[src/rtl/factor_display_scanner_if.sv]
// Bus between the factorizer stage and the seven-segment scanner.
// Optional macro FACTOR_COUNT_EN adds the factor_count signal.
interface factor_display_scanner_if;
    logic [7:0] number;
    logic [7:0] factors;
    logic [7:0] segments;
    logic       digit_strobe;
    logic       busy;
`ifdef FACTOR_COUNT_EN
    logic [3:0] factor_count;
`endif

    modport master (
        output number,
        output factors,
        input  segments,
        input  digit_strobe,
`ifdef FACTOR_COUNT_EN
        input  factor_count,
`endif
        input  busy
    );

    modport slave (
        input  number,
        input  factors,
        output segments,
        output digit_strobe,
`ifdef FACTOR_COUNT_EN
        output factor_count,
`endif
        output busy
    );
endinterface

[src/rtl/factor_display_scanner.sv]
// Waits for the factorizer to settle, latches its factor vector and scans the
// divisors 2..9 onto one seven-segment digit. Optional macro: FACTOR_COUNT_EN.
module factor_display_scanner #(
    parameter int DWELL_CYCLES  = 1000000,
    parameter int GAP_CYCLES    = 250000,
    parameter int SETTLE_CYCLES = 3
) (
    input  logic clk,
    input  logic reset,
    factor_display_scanner_if.slave bus
);
    localparam int MAX_A = (DWELL_CYCLES > GAP_CYCLES) ? DWELL_CYCLES : GAP_CYCLES;
    localparam int MAX_P = (MAX_A > SETTLE_CYCLES) ? MAX_A : SETTLE_CYCLES;
    localparam int CNT_W = (MAX_P > 1) ? $clog2(MAX_P) : 1;

    localparam logic [CNT_W-1:0] SETTLE_LD = CNT_W'(SETTLE_CYCLES - 1);
    localparam logic [CNT_W-1:0] DWELL_LD  = CNT_W'(DWELL_CYCLES - 1);
    localparam logic [CNT_W-1:0] GAP_LD    = CNT_W'(GAP_CYCLES - 1);

    localparam logic [7:0] SEG_DASH  = 8'h40;
    localparam logic [7:0] SEG_BLANK = 8'h00;

    typedef enum logic [1:0] {SETTLE, SHOW, GAP, DASH} state_t;

    state_t           state_q, state_d;
    logic [CNT_W-1:0] cnt_q, cnt_d;
    logic [2:0]       idx_q, idx_d;
    logic [7:0]       latched_q, latched_d;
    logic [7:0]       last_q, last_d;
    logic [7:0]       seg_q, seg_d;
    logic             strobe_q, strobe_d;
    logic             busy_q, busy_d;
    logic [3:0]       fc_q, fc_d;
    logic [2:0]       nidx;

    function automatic logic [7:0] seg_digit(input logic [2:0] i);
        case (i)
            3'd0:    return 8'h5B;
            3'd1:    return 8'h4F;
            3'd2:    return 8'h66;
            3'd3:    return 8'h6D;
            3'd4:    return 8'h7D;
            3'd5:    return 8'h07;
            3'd6:    return 8'h7F;
            default: return 8'h6F;
        endcase
    endfunction

    // Searches upward from the bit after 'from', wrapping; 'from' itself is tried last.
    function automatic logic [2:0] next_set(input logic [7:0] v, input logic [2:0] from);
        logic [2:0] r;
        logic [2:0] p;
        logic       found;
        r     = from;
        found = 1'b0;
        for (int k = 1; k <= 8; k++) begin
            p = from + 3'(k);
            if (!found && v[p]) begin
                r     = p;
                found = 1'b1;
            end
        end
        return r;
    endfunction

    function automatic logic [3:0] popcount(input logic [7:0] v);
        logic [3:0] s;
        s = 4'd0;
        for (int k = 0; k < 8; k++) s = s + 4'(v[k]);
        return s;
    endfunction

    always_comb begin
        state_d   = state_q;
        cnt_d     = cnt_q;
        idx_d     = idx_q;
        latched_d = latched_q;
        last_d    = last_q;
        seg_d     = seg_q;
        strobe_d  = 1'b0;
        busy_d    = busy_q;
        fc_d      = fc_q;
        nidx      = idx_q;

        // A new number restarts everything, even on a terminal-count edge.
        if (bus.number != last_q) begin
            last_d  = bus.number;
            state_d = SETTLE;
            cnt_d   = SETTLE_LD;
            seg_d   = SEG_BLANK;
            busy_d  = 1'b1;
        end else begin
            case (state_q)
                SETTLE: begin
                    if (cnt_q == '0) begin
                        latched_d = bus.factors;
                        busy_d    = 1'b0;
                        fc_d      = popcount(bus.factors);
                        strobe_d  = 1'b1;
                        if (bus.factors == 8'h00) begin
                            state_d = DASH;
                            seg_d   = SEG_DASH;
                        end else begin
                            nidx    = next_set(bus.factors, 3'd7);
                            idx_d   = nidx;
                            state_d = SHOW;
                            seg_d   = seg_digit(nidx);
                            cnt_d   = DWELL_LD;
                        end
                    end else begin
                        cnt_d = cnt_q - 1'b1;
                    end
                end
                SHOW: begin
                    if (cnt_q == '0) begin
                        seg_d   = SEG_BLANK;
                        state_d = GAP;
                        cnt_d   = GAP_LD;
                    end else begin
                        cnt_d = cnt_q - 1'b1;
                    end
                end
                GAP: begin
                    if (cnt_q == '0) begin
                        nidx     = next_set(latched_q, idx_q);
                        idx_d    = nidx;
                        state_d  = SHOW;
                        seg_d    = seg_digit(nidx);
                        strobe_d = 1'b1;
                        cnt_d    = DWELL_LD;
                    end else begin
                        cnt_d = cnt_q - 1'b1;
                    end
                end
                DASH:    ;
                default: state_d = SETTLE;
            endcase
        end
    end

    always_ff @(posedge clk) begin
        if (reset) begin
            state_q   <= SETTLE;
            cnt_q     <= SETTLE_LD;
            idx_q     <= 3'd0;
            latched_q <= 8'h00;
            last_q    <= 8'h00;
            seg_q     <= SEG_BLANK;
            strobe_q  <= 1'b0;
            busy_q    <= 1'b1;
            fc_q      <= 4'd0;
        end else begin
            state_q   <= state_d;
            cnt_q     <= cnt_d;
            idx_q     <= idx_d;
            latched_q <= latched_d;
            last_q    <= last_d;
            seg_q     <= seg_d;
            strobe_q  <= strobe_d;
            busy_q    <= busy_d;
            fc_q      <= fc_d;
        end
    end

    assign bus.segments     = seg_q;
    assign bus.digit_strobe = strobe_q;
    assign bus.busy         = busy_q;
`ifdef FACTOR_COUNT_EN
    assign bus.factor_count = fc_q;
`else
    logic unused_fc;
    assign unused_fc = ^fc_q;
`endif
endmodule
[src/flat_wrapper.sv]
// flat-port wrapper written by rule: the top's interface ports become plain ports
module factor_display_scanner_flat 
#(
    parameter int DWELL_CYCLES  = 1000000,
    parameter int GAP_CYCLES    = 250000,
    parameter int SETTLE_CYCLES = 3
)
  (clk, reset, bus_number, bus_factors, bus_segments, bus_digit_strobe, bus_busy);
  factor_display_scanner_if bus_i ();
  input  logic clk;
  input  logic reset;
  input wire logic [$bits(bus_i.number)-1:0] bus_number;
  input wire logic [$bits(bus_i.factors)-1:0] bus_factors;
  output wire logic [$bits(bus_i.segments)-1:0] bus_segments;
  output wire logic [$bits(bus_i.digit_strobe)-1:0] bus_digit_strobe;
  output wire logic [$bits(bus_i.busy)-1:0] bus_busy;
  assign bus_i.number = bus_number;
  assign bus_i.factors = bus_factors;
  assign bus_segments = bus_i.segments;
  assign bus_digit_strobe = bus_i.digit_strobe;
  assign bus_busy = bus_i.busy;
  factor_display_scanner #(.DWELL_CYCLES(DWELL_CYCLES), .GAP_CYCLES(GAP_CYCLES), .SETTLE_CYCLES(SETTLE_CYCLES)) u_core (.clk(clk), .reset(reset), .bus(bus_i));
endmodule
[config.mk]
export PLATFORM = sky130hd
export DESIGN_NAME = factor_display_scanner_flat
export DESIGN_NICKNAME = d
export VERILOG_FILES = /design/src/rtl/factor_display_scanner_if.sv /design/src/rtl/factor_display_scanner.sv /design/src/flat_wrapper.sv
export SDC_FILE = /design/constraint.sdc
export NUM_CORES = 1
export LEC_CHECK = 0
export ABC_CLOCK_PERIOD_IN_PS = 6000
export CORE_MARGIN = 8
export CORE_UTILIZATION = 25
export CTS_BUF_LIST = sky130_fd_sc_hd__clkbuf_16
export DETAILED_ROUTE_END_ITERATION = 8
export GPL_TIMING_DRIVEN = 0
export PLACE_DENSITY = 0.49
export SLEW_MARGIN = 0
export SYNTH_ARGS = -nofsm -noshare
export SYNTH_HDL_FRONTEND = slang
export SYNTH_SLANG_ARGS = --single-unit
export TNS_END_PERCENT = 20
[constraint.sdc]
create_clock -name clk -period 6 [get_ports clk]
set_clock_uncertainty 0.15 [all_clocks]
set_input_delay 0.6 -clock clk [delete_from_list [all_inputs] [get_ports clk]]
set_output_delay 0.6 -clock clk [all_outputs]
set_load 0.02 [all_outputs]
==> impl_table.tex <==
\begin{tabular}{lr}
\hline
Metric & Value \\
\hline
\multicolumn{2}{l}{\textbf{CTS}} \\
\quad Count of cells resized by post-cts repair & 0 \\
\quad Root buffer cell & clkbuf\_16 \\
\quad Clock insertion delay at the later pin of the skew report & 0.29 ns \\
\quad Maximum number of buffers from clock root to sink & 2 \\
\quad Cts-stage hold buffer count & 0 \\
\quad CTS tree & done \\
\quad Clock net sink count & 50 \\
\quad CTS H-Tree Depth & 2 \\
\quad Post CTS Setup Buffer Count & 0 \\
\quad Clock-pin slew reported for the worst setup and hold paths after clock tree synthesis & 0.07 ns \\
\quad Total clock buffers created by CTS & 5 \\
\multicolumn{2}{l}{\textbf{Worst setup path}} \\
\quad Stages on the worst setup path & 15 \\
\quad FF-to-FF path depth & 15 \\
\quad Max stage delay on crit path & 0.49 ns \\
\quad Worst path required time & 6.00 ns \\
\quad Cell-by-cell listing of the critical path & buf\_2 -> buf\_1 -> inv\_1 -> ha\_1 -> buf\_2 -> buf\_2 -> mux2i\_1 -> mux2i\_1 -> o221ai\_1 -> o31a\_1 -> o221ai\_1 -> o31a\_1 -> mux2\_4 -> o211a\_1 -> o2bb2ai\_1 \\
\quad Delay-heaviest family, CP & buffers and inverters \\
\quad Total buffers and inverters traversed by the critical path & 5 \\
\quad Data arrival time of the critical path & 4.65 ns \\
\quad Max Fanout on Critical Path & 10 \\
\quad Sort of element at the start of the critical path & flop \\
\quad Sort of element at the end of the critical path & flop \\
\quad Top cell by count, worst path & buf\_2 \\
\quad Category of the critical setup timing path & flop to flop \\
\quad Master of the slowest instance on the critical path & buf\_1 \\
\multicolumn{2}{l}{\textbf{Timing}} \\
\quad Slew Limit Headroom & 40.5\% \\
\quad Setup\_tns & 0 ns \\
\quad Maximum clock rate & 0.215 GHz \\
\quad Worst Tran Pin Value & 0.888 ns \\
\quad Final period demand of the worst path & 4.64 ns \\
\quad Unrepaired setup endpoints after global routing & false \\
\quad Final hold violations & 0 \\
\quad Period Utilization, post-route & 77.4\% \\
\quad Pins Over Slew Limit & 0 \\
\quad Endpoints failing setup & 0 \\
\multicolumn{2}{l}{\textbf{Synth}} \\
\quad Mapped cell area & 3520 sq um \\
\quad Biggest area consumer among synthesized cells & dfxtp\_1 \\
\quad Avg Cell Area, Syn & 8.41 sq um \\
\quad Top post-synthesis cells by area & dfxtp\_1, mux2i\_1, nor2\_1 \\
\quad Number of warnings reported in the yosys synthesis log & 0 \\
\quad Post-synthesis sequential element count & 50 \\
\quad Top cell type's share of synthesized area & 28.4\% \\
\quad Top flip-flop cell by instance count after synthesis & dfxtp\_1 \\
\quad Share of synthesized registers carrying an async set or reset & 0\% \\
\quad EDFF count, synth & 0 \\
\quad Post-Synthesis Cells & 419 \\
\quad Sequential share of the synthesized area & 28.4\% \\
\quad Yosys cell types & 65 \\
\quad Post-synthesis net count & 446 \\
\multicolumn{2}{l}{\textbf{Floorplanning}} \\
\quad I/O pin cnt & 28 \\
\quad Die boundary width & 135 microns \\
\quad Area of the core & 13,800 sq um \\
\quad Starting density of the core & 25.5\% \\
\quad Height of the die & 135 microns \\
\quad Row cnt & 43 \\
\quad Total Die Area & 18,100 sq um \\
\multicolumn{2}{l}{\textbf{Drt}} \\
\quad Vias per std cell & 5.11 \\
\quad Count of antenna-violating nets left after detailed routing & 0 \\
\quad WL/cell & 15.4 microns \\
\quad Vias after detailed routing & 3,237 \\
\quad DRC violation count after routing & 0 \\
\quad Number of iterations in the first detailed-routing pass & 5 \\
\quad Starting DRC count in detailed routing & 181 \\
\quad Aggregate routed wire length & 9730 microns \\
\multicolumn{2}{l}{\textbf{Cells and area}} \\
\quad Final std cells w/o fill & 633 \\
\quad Leading cell type in the layout, fill and taps excluded & nor2\_1 \\
\quad Number of antenna diodes & 0 \\
\quad Commonest non-fill, non-tap cells in the layout & nor2\_1, dfxtp\_1, mux2i\_1 \\
\quad Syn-to-layout area delta & 17.7\% \\
\quad Number of nets in the layout & 479 \\
\quad Proportion of layout cells with a drive suffix above 1 & 9.93\% \\
\multicolumn{2}{l}{\textbf{Placement}} \\
\quad Cell count after placement & 625 \\
\quad Weighted congestion reported at the end of routability-driven placement & 0.846 \\
\quad DPL Wire Length & 7380 microns \\
\quad Number of I/O port buffers & 26 \\
\multicolumn{2}{l}{\textbf{GRT}} \\
\quad Initial antenna violation count & 0 \\
\quad First-pass GRT wire length & 16,400 microns \\
\quad Largest net degree at the start of global routing & 15 \\
\quad GRT Total Usage & 11.0\% \\
\quad Number of global-route vias before repair & 3,205 \\
\quad Sum of overflow across all layers after global routing & 0 \\
\multicolumn{2}{l}{\textbf{Power}} \\
\quad Leakage Power & 1.44 nW \\
\quad Max VDD drop & 0.118 mV \\
\quad Power after layout & 648 uW \\
\quad Power per standard cell area & 156 nW/um\^{}2 \\
\multicolumn{2}{l}{\textbf{Outcome}} \\
\quad Result of the run & completed \\
\multicolumn{2}{l}{\textbf{Worst hold path}} \\
\quad Path category of the worst min-delay check & flop to flop \\
\quad Hold depth & 2 \\
\multicolumn{2}{l}{\textbf{Flow run}} \\
\quad Max capacitance violation total & 0 \\
\hline
\end{tabular}
## tightest hold or removal path: cells and delay by family, from the launching register on
family | cells | cell delay [ns]
compound gates | 2 | 0.11
flops | 1 | 0.31
## final cells by class
class / count / area, sq um
multi-input combinational: 336 / 2360
timing repair buffer: 26 / 260
clock buffer: 5 / 125
inverter: 11 / 41.3
fill: 1473 / 9680
buffer: 22 / 115
sequential: 50 / 1000
clock inverter: 3 / 12.5
tap: 180 / 225
## routing by layer
metal	vias up	part of all wire (%)	track usage (%)	wire (microns)
met5	-	0	0	0
met1	1531	47	14.1	4610
met2	87	46	17.8	4470
li1	1603	-	-	-
met3	16	4.3	1.86	419
met4	0	2.3	4.43	225
## Yosys cell counts (all sizes together) (3+ instances only)
cell	instances
mux2	4
nand3b	3
nand2b	5
nand2	25
xnor2	8
xor2	10
a211oi	7
nor2	63
buf	15
or2	3
nor3	18
o21ai	20
a21oi	24
mux2i	33
or3	5
nor4	6
clkbuf	7
nand3	9
and2	4
mux4	6
a311oi	6
o211ai	4
o221ai	6
o2111ai	3
o221a	4
ha	9
inv	11
nor2b	14
a22oi	4
dfxtp	50
o31ai	3
## metrics by stage
step	utilization [%]	setup slack, ns	instance area, sq um	hold WS [ns]
floorplan	-	2.19	3520	0.293
global placement	29.0	1.56	4010	0.303
detailed placement	29.0	1.50	4010	0.305
CTS	30.0	1.45	4150	0.315
global route	30.0	0.989	4150	0.343
finish	30.0	1.36	4150	0.316
## worst paths after layout
check                                                            to                           from  slack [ns]
worst max-delay path            u_core.bus.segments[3]$_SDFFE_PP0P_   u_core.idx_q[1]$_SDFFE_PP0P_        1.36
worst min-delay path                  u_core.cnt_q[15]$_SDFFE_PP0P_  u_core.cnt_q[15]$_SDFFE_PP0P_        0.32
worst max register to register  u_core.bus.segments[3]$_SDFFE_PP0P_   u_core.idx_q[1]$_SDFFE_PP0P_        1.36
worst min register to register        u_core.cnt_q[15]$_SDFFE_PP0P_  u_core.cnt_q[15]$_SDFFE_PP0P_        0.32
## where the power goes
group / switching, mW / total [mW] / internal, mW / leakage, nW
clock network: 0.126 / 0.277 / 0.151 / 0.0724
logic: 0.0167 / 0.0350 / 0.0183 / 0.960
registers: 0.00120 / 0.336 / 0.335 / 0.405
total: 0.144 / 0.648 / 0.504 / 1.44
## cell families after synthesis
kind of cell | synth area share [%]
AOI/OAI and AO/OA | 20.8
xor gates and xnor gates | 4.69
adders and majority gates | 3.20
buffers and inverters | 4.44
DFF | 28.4
muxes | 15.0
other | 0.106
and+or+nand+nor | 23.3
## state kept, by name, indices dropped and copies added (netlist names)
name and cells:
u_core.bus.digit_strobe 1, u_core.state_q 2, u_core.latched_q 8, u_core.idx_q 3, u_core.bus.busy 1, u_core.last_q 8
u_core.bus.segments 7, u_core.cnt_q 20
Power figures use the tool's default switching activity.
